===== config.mk =====
export PLATFORM = sky130hd
export DESIGN_NAME = vga_plot_arbiter_flat
export DESIGN_NICKNAME = d
export VERILOG_FILES = /design/src/rtl/vga_plot_arbiter_if.sv /design/src/rtl/vga_plot_arbiter.sv /design/src/flat_wrapper.sv
export SDC_FILE = /design/constraint.sdc
export NUM_CORES = 1
export LEC_CHECK = 0
export ABC_AREA = 0
export CORE_MARGIN = 8
export CORE_UTILIZATION = 30
export DETAILED_ROUTE_END_ITERATION = 8
export GPL_TIMING_DRIVEN = 0
export PLACE_DENSITY = 0.67
export RECOVER_POWER = 100
export SLEW_MARGIN = 0
export SYNTH_ARGS = -nofsm -noshare
export SYNTH_HDL_FRONTEND = slang
export SYNTH_SLANG_ARGS = --single-unit

===== constraint.sdc =====
create_clock -name clk -period 3.8 [get_ports clk]
set_input_delay 0.76 -clock clk [delete_from_list [all_inputs] [get_ports clk]]
set_output_delay 0.76 -clock clk [all_outputs]
set_load 0.01 [all_outputs]

===== src/rtl/vga_plot_arbiter_if.sv =====
// rtl/vga_plot_arbiter_if.sv - request/engine/adapter bundle for the VGA plot arbiter
// slave is the arbiter's view; master is the task top level / engines side.
interface vga_plot_arbiter_if #(
    parameter int N_ENG = 3
);
    logic [N_ENG-1:0]   req;
    logic [N_ENG-1:0]   ack;
    logic [N_ENG-1:0]   eng_start;
    logic [N_ENG-1:0]   eng_done;
    logic [8*N_ENG-1:0] eng_x;
    logic [7*N_ENG-1:0] eng_y;
    logic [3*N_ENG-1:0] eng_colour;
    logic [N_ENG-1:0]   eng_plot;
    logic [7:0]         vga_x;
    logic [6:0]         vga_y;
    logic [2:0]         vga_colour;
    logic               vga_plot;
    logic               busy;
    logic [2:0]         grant_id;

    modport slave (
        input  req, eng_done, eng_x, eng_y, eng_colour, eng_plot,
        output ack, eng_start, vga_x, vga_y, vga_colour, vga_plot, busy, grant_id
    );

    modport master (
        output req, eng_done, eng_x, eng_y, eng_colour, eng_plot,
        input  ack, eng_start, vga_x, vga_y, vga_colour, vga_plot, busy, grant_id
    );
endinterface


===== src/rtl/vga_plot_arbiter.sv =====
// rtl/vga_plot_arbiter.sv - round-robin owner of the single VGA adapter plot port
// One engine runs at a time; its plot bus is muxed straight through to the adapter.
module vga_plot_arbiter #(
    parameter int N_ENG = 3
) (
    input  logic               clk,
    input  logic               rst_n,
    vga_plot_arbiter_if.slave  bus
);
    typedef enum logic [1:0] {
        S_IDLE,
        S_RUN,
        S_RELEASE
    } state_t;

    localparam logic [N_ENG-1:0] ONE = {{(N_ENG-1){1'b0}}, 1'b1};

    state_t           r_state;
    logic [2:0]       r_grant;
    logic [2:0]       r_last;
    logic [N_ENG-1:0] r_ack;
    logic [N_ENG-1:0] r_eng_start;
    logic             r_busy;

    logic             w_found;
    logic [2:0]       w_pick;
    logic [3:0]       w_sum;
    logic [2:0]       w_idx;
    logic [N_ENG-1:0] w_gmask;
    logic             w_done_g;
    logic             w_plot_g;
    logic [7:0]       w_sel_x;
    logic [6:0]       w_sel_y;
    logic [2:0]       w_sel_colour;

    // Search last+1, last+2, ... wrapping; last < N_ENG so one subtraction is a full modulo.
    always_comb begin
        w_found = 1'b0;
        w_pick  = 3'd0;
        w_sum   = 4'd0;
        w_idx   = 3'd0;
        for (int k = 1; k <= N_ENG; k++) begin
            w_sum = 4'(r_last) + 4'(k);
            w_idx = 3'((w_sum >= 4'(N_ENG)) ? (w_sum - 4'(N_ENG)) : w_sum);
            if (!w_found && (|(bus.req & (ONE << w_idx)))) begin
                w_found = 1'b1;
                w_pick  = w_idx;
            end
        end
    end

    assign w_gmask  = ONE << r_grant;
    assign w_done_g = |(bus.eng_done & w_gmask);
    assign w_plot_g = |(bus.eng_plot & w_gmask);

    always_comb begin
        w_sel_x      = 8'd0;
        w_sel_y      = 7'd0;
        w_sel_colour = 3'd0;
        for (int i = 0; i < N_ENG; i++) begin
            if (r_grant == 3'(i)) begin
                w_sel_x      = bus.eng_x[8*i +: 8];
                w_sel_y      = bus.eng_y[7*i +: 7];
                w_sel_colour = bus.eng_colour[3*i +: 3];
            end
        end
    end

    always_ff @(posedge clk or negedge rst_n) begin
        if (!rst_n) begin
            r_state     <= S_IDLE;
            r_grant     <= 3'd0;
            r_last      <= 3'(N_ENG - 1);
            r_ack       <= '0;
            r_eng_start <= '0;
            r_busy      <= 1'b0;
        end else begin
            r_ack <= '0;
            case (r_state)
                S_IDLE: begin
                    if (w_found) begin
                        r_grant     <= w_pick;
                        r_last      <= w_pick;
                        r_eng_start <= ONE << w_pick;
                        r_busy      <= 1'b1;
                        r_state     <= S_RUN;
                    end
                end
                S_RUN: begin
                    if (w_done_g) begin
                        r_ack       <= w_gmask;
                        r_eng_start <= '0;
                        r_state     <= S_RELEASE;
                    end
                end
                S_RELEASE: begin
                    // Wait for the engine to drop done so its next start is a clean edge.
                    if (!w_done_g) begin
                        r_busy  <= 1'b0;
                        r_state <= S_IDLE;
                    end
                end
                default: begin
                    r_eng_start <= '0;
                    r_busy      <= 1'b0;
                    r_state     <= S_IDLE;
                end
            endcase
        end
    end

    assign bus.ack        = r_ack;
    assign bus.eng_start  = r_eng_start;
    assign bus.busy       = r_busy;
    assign bus.grant_id   = r_grant;
    assign bus.vga_plot   = (r_state == S_RUN) && w_plot_g;
    assign bus.vga_x      = (r_state != S_IDLE) ? w_sel_x      : 8'd0;
    assign bus.vga_y      = (r_state != S_IDLE) ? w_sel_y      : 7'd0;
    assign bus.vga_colour = (r_state != S_IDLE) ? w_sel_colour : 3'd0;
endmodule


===== src/flat_wrapper.sv =====
// flat-port wrapper written by rule: the top's interface ports become plain ports
module vga_plot_arbiter_flat 
#(
    parameter int N_ENG = 3
)
  (clk, rst_n, bus_req, bus_eng_done, bus_eng_x, bus_eng_y, bus_eng_colour, bus_eng_plot, bus_ack, bus_eng_start, bus_vga_x, bus_vga_y, bus_vga_colour, bus_vga_plot, bus_busy, bus_grant_id);
  vga_plot_arbiter_if #(.N_ENG(N_ENG)) bus_i ();
  input  logic clk;
  input  logic rst_n;
  input wire logic [$bits(bus_i.req)-1:0] bus_req;
  input wire logic [$bits(bus_i.eng_done)-1:0] bus_eng_done;
  input wire logic [$bits(bus_i.eng_x)-1:0] bus_eng_x;
  input wire logic [$bits(bus_i.eng_y)-1:0] bus_eng_y;
  input wire logic [$bits(bus_i.eng_colour)-1:0] bus_eng_colour;
  input wire logic [$bits(bus_i.eng_plot)-1:0] bus_eng_plot;
  output wire logic [$bits(bus_i.ack)-1:0] bus_ack;
  output wire logic [$bits(bus_i.eng_start)-1:0] bus_eng_start;
  output wire logic [$bits(bus_i.vga_x)-1:0] bus_vga_x;
  output wire logic [$bits(bus_i.vga_y)-1:0] bus_vga_y;
  output wire logic [$bits(bus_i.vga_colour)-1:0] bus_vga_colour;
  output wire logic [$bits(bus_i.vga_plot)-1:0] bus_vga_plot;
  output wire logic [$bits(bus_i.busy)-1:0] bus_busy;
  output wire logic [$bits(bus_i.grant_id)-1:0] bus_grant_id;
  assign bus_i.req = bus_req;
  assign bus_i.eng_done = bus_eng_done;
  assign bus_i.eng_x = bus_eng_x;
  assign bus_i.eng_y = bus_eng_y;
  assign bus_i.eng_colour = bus_eng_colour;
  assign bus_i.eng_plot = bus_eng_plot;
  assign bus_ack = bus_i.ack;
  assign bus_eng_start = bus_i.eng_start;
  assign bus_vga_x = bus_i.vga_x;
  assign bus_vga_y = bus_i.vga_y;
  assign bus_vga_colour = bus_i.vga_colour;
  assign bus_vga_plot = bus_i.vga_plot;
  assign bus_busy = bus_i.busy;
  assign bus_grant_id = bus_i.grant_id;
  vga_plot_arbiter #(.N_ENG(N_ENG)) u_core (.clk(clk), .rst_n(rst_n), .bus(bus_i));
endmodule

# Yosys cells after proc, flatten, opt, wreduce, memory -nomap -nowiden
# Index checks and enable logic that the tools add are counted.
# totals
regBits	15
inputBits	65
output_inout_bits	29
# op_classes
n_addsub	6
magnitude_cmp	3
eq_ne	7
n_shift	5
n_mux	33
bitwise	7
reduce_logical	17
# ops
operator	count
$mux W3	14
$mux W8	4
$mux W7	4
$and A3 B3 Y3	5
$reduce_or A3 Y1	5
$shl A1 B3 Y3 const A	5
$ge A4 B2 Y1 const B	3
$pmux W3 S3	1
$reduce_and A3 Y1	3
$sub A3 B2 Y3 const B	3
$add A3 B2 Y4 const B	2
$mux W2	3
$pmux W2 S3	1
$mux W1	5
$add A3 B1 Y4 const B	1
$ne A2 B1 Y1 const B	2
$eq A3 B1 Y1 const B	1
$eq A3 B2 Y1 const B	1
$logic_and A1 B1 Y1	3
$logic_not A3 Y1	1
$pmux W1 S3	1
$eq A2 B1 Y1 const B	1
$eq A2 B2 Y1 const B	1
$logic_not A1 Y1	2
other kinds (5)	6

# Depth between registers and ports, before layout
# Gate-level depths: netlist (run 1).
# depth
ltp_word	16
ltp_mapped	11
ltp_nobuf	9

# Worst setup path after synthesis (run 1)
# OpenSTA, ideal clock, no wires.
# synth_path
path_kind	flip-flop to flip-flop
startpoint	register u_core.r_last[1]
endpoint	register u_core.r_grant[1], in the netlist u_core.bus.grant_id[1]
setup_time_ns	0.119
arrival_ns	2.761
slack_ns	0.921
path_stages_with_launch	9
n_path_buf	1
path_cell_list	dfstp_2 inv_1 ha_1 clkbuf_1 or3_4 a31o_4 a311o_1 or4_4 o21a_1
# synth_between
elab_chain_cells	14
elab_cells_between_ends	32
cone_classes	6 x add/sub; 3 x order compare; 3 x shift; 9 x mux; 3 x bitwise; 8 x reduce/logical
# synth_lines
element	line_no	text
start: declaration	vga_plot_arbiter.sv:20	logic [2:0] r_last;
start signal: assignment	vga_plot_arbiter.sv:73	r_last <= 3'(N_ENG - 1);
start signal: assignment	vga_plot_arbiter.sv:83	r_last <= w_pick;
$add A3 B1 Y4	vga_plot_arbiter.sv:43	w_sum = 4'(r_last) + 4'(k);
$ge A4 B2 Y1 or $sub A3 B2 Y3 (tied branches)	vga_plot_arbiter.sv:44	w_idx = 3'((w_sum >= 4'(N_ENG)) ? (w_sum - 4'(N_ENG)) : w_sum);
$mux W3	vga_plot_arbiter.sv:44	
$shl A1 B3 Y3	vga_plot_arbiter.sv:45	if (!w_found && (|(bus.req & (ONE << w_idx)))) begin
$and A3 B3 Y3	vga_plot_arbiter.sv:45	
$reduce_or A3 Y1	vga_plot_arbiter.sv:45	
$mux W1	vga_plot_arbiter.sv:45	
$logic_not A1 Y1	vga_plot_arbiter.sv:45	
$logic_and A1 B1 Y1	vga_plot_arbiter.sv:45	
$mux W1	vga_plot_arbiter.sv:45	
$logic_not A1 Y1	vga_plot_arbiter.sv:45	
$logic_and A1 B1 Y1	vga_plot_arbiter.sv:45	
$mux W1	vga_plot_arbiter.sv:45	
$reduce_and A2 Y1 (no source line)	n/a	
end signal: assignment	vga_plot_arbiter.sv:82	r_grant <= w_pick;
end: declaration	vga_plot_arbiter.sv:19	logic [2:0] r_grant;
# Parallel ways exist; a longest one is shown, timed or not.
# A chain may end at the register's enable or synchronous reset.

==> results of run 1 <==
==> state kept, by name, summed over array words and instances, names as in the netlist <==
signal	count
u_core.bus.ack	3
u_core.bus.busy	1
u_core.bus.eng_start	3
u_core.bus.grant_id	1
u_core.r_last	3
u_core.r_state	2
==> metrics by stage <==
stage / hold slack (ns) / cell area, µm² / utilization / setup WS (ns)
after global routing: 0.5302 / 2587 / 0.5165 / 0.01489
after detailed placement: 0.4888 / 2546 / 0.5082 / 0.1216
final: 0.4945 / 2587 / 0.5165 / 0.2086
after global placement: 0.4920 / 2546 / 0.5082 / 0.1665
after CTS: 0.5121 / 2592 / 0.5175 / 0.01420
after floorplan: 0.4644 / 1528 / - / 0.9207
==> worst reg2reg max path, stage by stage (launching register included) <==
cell and delay (ns):
dfrtp_1 0.54, clkinv_1 0.29, ha_1 0.27, a21boi_0 0.49, nor3_1 0.11, o31ai_1 0.58
mux2_2 0.41, a211oi_1 0.35, nor3_1 0.08, a32o_1 0.25
==> worst max path at each step <==
stage,from,to,slack (ns)
4_1_cts,u_core.r_last[0]$_DFFE_PN0P_,bus_vga_y[4],0.01
6_report,u_core.r_last[0]$_DFFE_PN0P_,bus_vga_y[4],0.21
3_5_place_dp,u_core.r_last[0]$_DFFE_PN0P_,bus_vga_y[4],0.12
2_1_floorplan,u_core.r_last[1]$_DFFE_PN1P_,u_core.bus.grant_id[1]$_DFFE_PN0P_,0.92
3_3_place_gp,u_core.r_last[0]$_DFFE_PN0P_,bus_vga_y[4],0.17
5_1_grt,u_core.r_last[2]$_DFFE_PN0P_,u_core.bus.eng_start[0]$_DFFE_PN0P_,0.01
==> placed cells by master (no fill, tap or decap), drive strengths merged, types with 3 or more instances in the layout <==
cell type / synthesis / layout
a21boi: 4 / 4
a21oi: 4 / 4
buf: 3 / 3
clkbuf: 12 / 16
clkdlybuf4s50: 0 / 73
dfrtp: 12 / 12
dlygate4sd3: 0 / 20
ha: 11 / 11
inv: 22 / 22
nand2: 15 / 15
nand3: 3 / 3
nor2: 30 / 30
nor3: 6 / 6
o21ai: 27 / 27
o221ai: 19 / 19
xnor2: 4 / 4
==> area by class of cell <==
type | count | area (µm²) | share of cell area
Timing Repair Buffer | 93 | 930.9 | 0.3598
Sequential cell | 13 | 326.6 | 0.1262
Inverter | 23 | 86.33 | 0.03337
Tap cell | 70 | 87.58 | 0.03385
Clock buffer | 4 | 45.04 | 0.01741
Buffer | 15 | 67.56 | 0.02611
Multi-Input combinational cell | 158 | 1044 | 0.4033
==> cell families (layout without fill, tap and decap cells) <==
kind of cell,count (synthesis),count (layout),synth area share
buffers and inverters,38,135,0.09909
multiplexers,3,3,0.02048
adder cells (fa/ha/maj),11,11,0.09009
AO/OA/AOI/OAI,72,72,0.3366
flip-flops,13,13,0.2138
AND/OR/NAND/NOR,66,66,0.2007
XOR/XNOR,6,6,0.03931
==> where the power goes <==
part | switching (mW) | total (mW) | internal (mW)
Clock | 0.0466 | 0.121 | 0.0739
Sequential | 0 | 0.139 | 0.139
Combinational | 0.0211 | 0.0877 | 0.0666
Total | 0.0677 | 0.347 | 0.279
==> timing repair <==
action                                  CTS  global route
gates cloned                              0             0
endpoints found under the setup margin   10            10
resized for setup                         1             2
hold buffers                              0             0
==> layer usage <==
layer	wire length, µm	vias to the layer above	GRT usage
met3	319	4	0.02925
li1	-	941	-
met2	2947	56	0.2534
met1	2520	879	0.1788
met4	54	0	0.02813
met5	0	-	0
==> summary.txt, run 1 <==
Power
  – Total Power: 0.3468 mW
  – Peak VDD IR: 0.0001542 V
  – PwrDens: 134.0 mW/mm²
  – Leakage power: 1.104 nW

Logic synthesis
  – Syn_nets: 285
  – Ys flop type: dfrtp_1
  – Synth Register Bits: 13
  – Netlist Area Pre-Place: 0.001528 mm²
  – Share of async-settable or async-resettable flops after synthesis: 1.000
  – Syn Area/Cell: 7.310 µm²
  – Seq/Total Area, Yosys: 0.2138
  – Area share of the largest cell type after synthesis: 0.1966
  – Most frequent cells after synthesis: nor2_1, o21ai_0, inv_1
  – Cell taking the most area after synthesis: dfrtp_1
  – Distinct cells, synth: 51
  – Post-synth EDFFs: 0
  – Most numerous cell in the Yosys netlist: nor2_1
  – Synth warn: 0
  – Mapped Cells: 209
  – Largest cells by area after synthesis: dfrtp_1, o221ai_1, ha_1, o21ai_0, nor2_1

Drt
  – WL/cell: 15.53 µm
  – Via/cell ratio: 5.000
  – DRT Pass-1 Iters: 4
  – 1st-iter DRT viols: 71
  – Vias: 1880
  – Remaining DRCs: 0
  – DRT antenna net count: 0
  – Final WL: 5.841 mm

STA
  – RSZ-0062 raised after global routing: no
  – Max-slew violations: 0
  – Worst slew pin tran: 0.7687 ns
  – Final Hold Viols: 0
  – Final min period: 3.591 ns
  – Final Skew: 0.002848 ns
  – Fmax: 0.2784 GHz
  – Final setup violating endpoints: 0
  – Crit share post-route: 0.9451
  – Setup TNS Final: 0 ns
  – Relative slew slack: 0.4841

Hold path
  – Worst Hold Class: reg2reg
  – Worst hold endpoint: u_core.bus.eng_start[2]$_DFFE_PN0P_
  – WHS Path Cells: 1
  – Hold path start: u_core.bus.eng_start[2]$_DFFE_PN0P_

Clock tree
  – Clock sink total: 13
  – H-tree Lvls: 1
  – Deepest clock path buffer count: 2
  – Clk_lat worst skew: 0.24 ns
  – Root Driver: clkbuf_8
  – Post-CTS Setup Inserts: 0
  – CTS tree: built
  – Clk slew on worst S/H paths: 0.05 ns
  – Total CTS buffers: 3

Setup path
  – Reg2reg setup slack: 0.32 ns
  – Critical path's slowest cell: clkdlybuf4s50_1
  – Slowest stage delay, CP: 0.55 ns
  – Worst path top cell family by delay: buffers and inverters
  – CP arrival: 2.83 ns
  – Crit-path cells: buf_2 -> clkbuf_2 -> or2_2 -> clkbuf_1 -> clkbuf_2 -> o221ai_1 -> nor2_1 -> clkdlybuf4s50_1
  – Reg2Reg Launch Point: u_core.r_last[2]$_DFFE_PN0P_
  – R2R depth: 9
  – Reg-to-reg critical path endpoint: u_core.bus.eng_start[0]$_DFFE_PN0P_
  – Worst-path maximum fanout: 10
  – CP Launch Type: flip-flop
  – Most frequent cell on the critical path: clkbuf_2
  – Crit. End Element: primary output
  – Worst EP required: 3.04 ns
  – CP Class: reg2out
  – CP Depth: 8
  – Buffer and inverter count on the worst path: 5

Floorplan
  – Die ar.: 0.007632 mm²
  – Row cnt: 26
  – Ports: 94
  – Initial Utilization: 0.3049
  – Core area: 0.005010 mm²
  – Die Y: 87.36 µm
  – Die X: 87.36 µm

Finish
  – Layout Nets: 383
  – Layout cells sized above 1: 0.05882
  – Antenna cell count: 0
  – Layout Cells excl Fill: 376
  – Fillcell total: 504
  – Synth-to-layout area growth: 69.37%

GRT
  – Largest net degree at the start of global routing: 14
  – GRT Util Overall: 0.1455
  – Vias in the first global route: 1828
  – Global route overflow: 0
  – First-pass GRT wire length: 8.859 mm
  – Initial antenna violation count: 0

Placement
  – Placed cells: 372
  – Port Buffers: 93
  – Post-detail-place hpwl: 4.667 mm
  – Final GP Congestion: 0.7980

Job
  – Max Cap Viol: 0

Status
  – Outcome: finished, final reports clean
Note: power is estimated with default switching activity, not from simulation.
==> run 2, diff against run 1 <==
--- a/config.mk
+++ b/config.mk
@@ -6,9 +6,11 @@
 export NUM_CORES = 1
 export LEC_CHECK = 0
 export ABC_AREA = 0
+export ABC_CLOCK_PERIOD_IN_PS = 3800
 export CORE_MARGIN = 8
 export CORE_UTILIZATION = 30
 export DETAILED_ROUTE_END_ITERATION = 8
+export GPL_ROUTABILITY_DRIVEN = 0
 export GPL_TIMING_DRIVEN = 0
 export PLACE_DENSITY = 0.67
 export RECOVER_POWER = 100
==> results of run 2 <==
Final layout, timing and power as in run 1 (identical DEF).
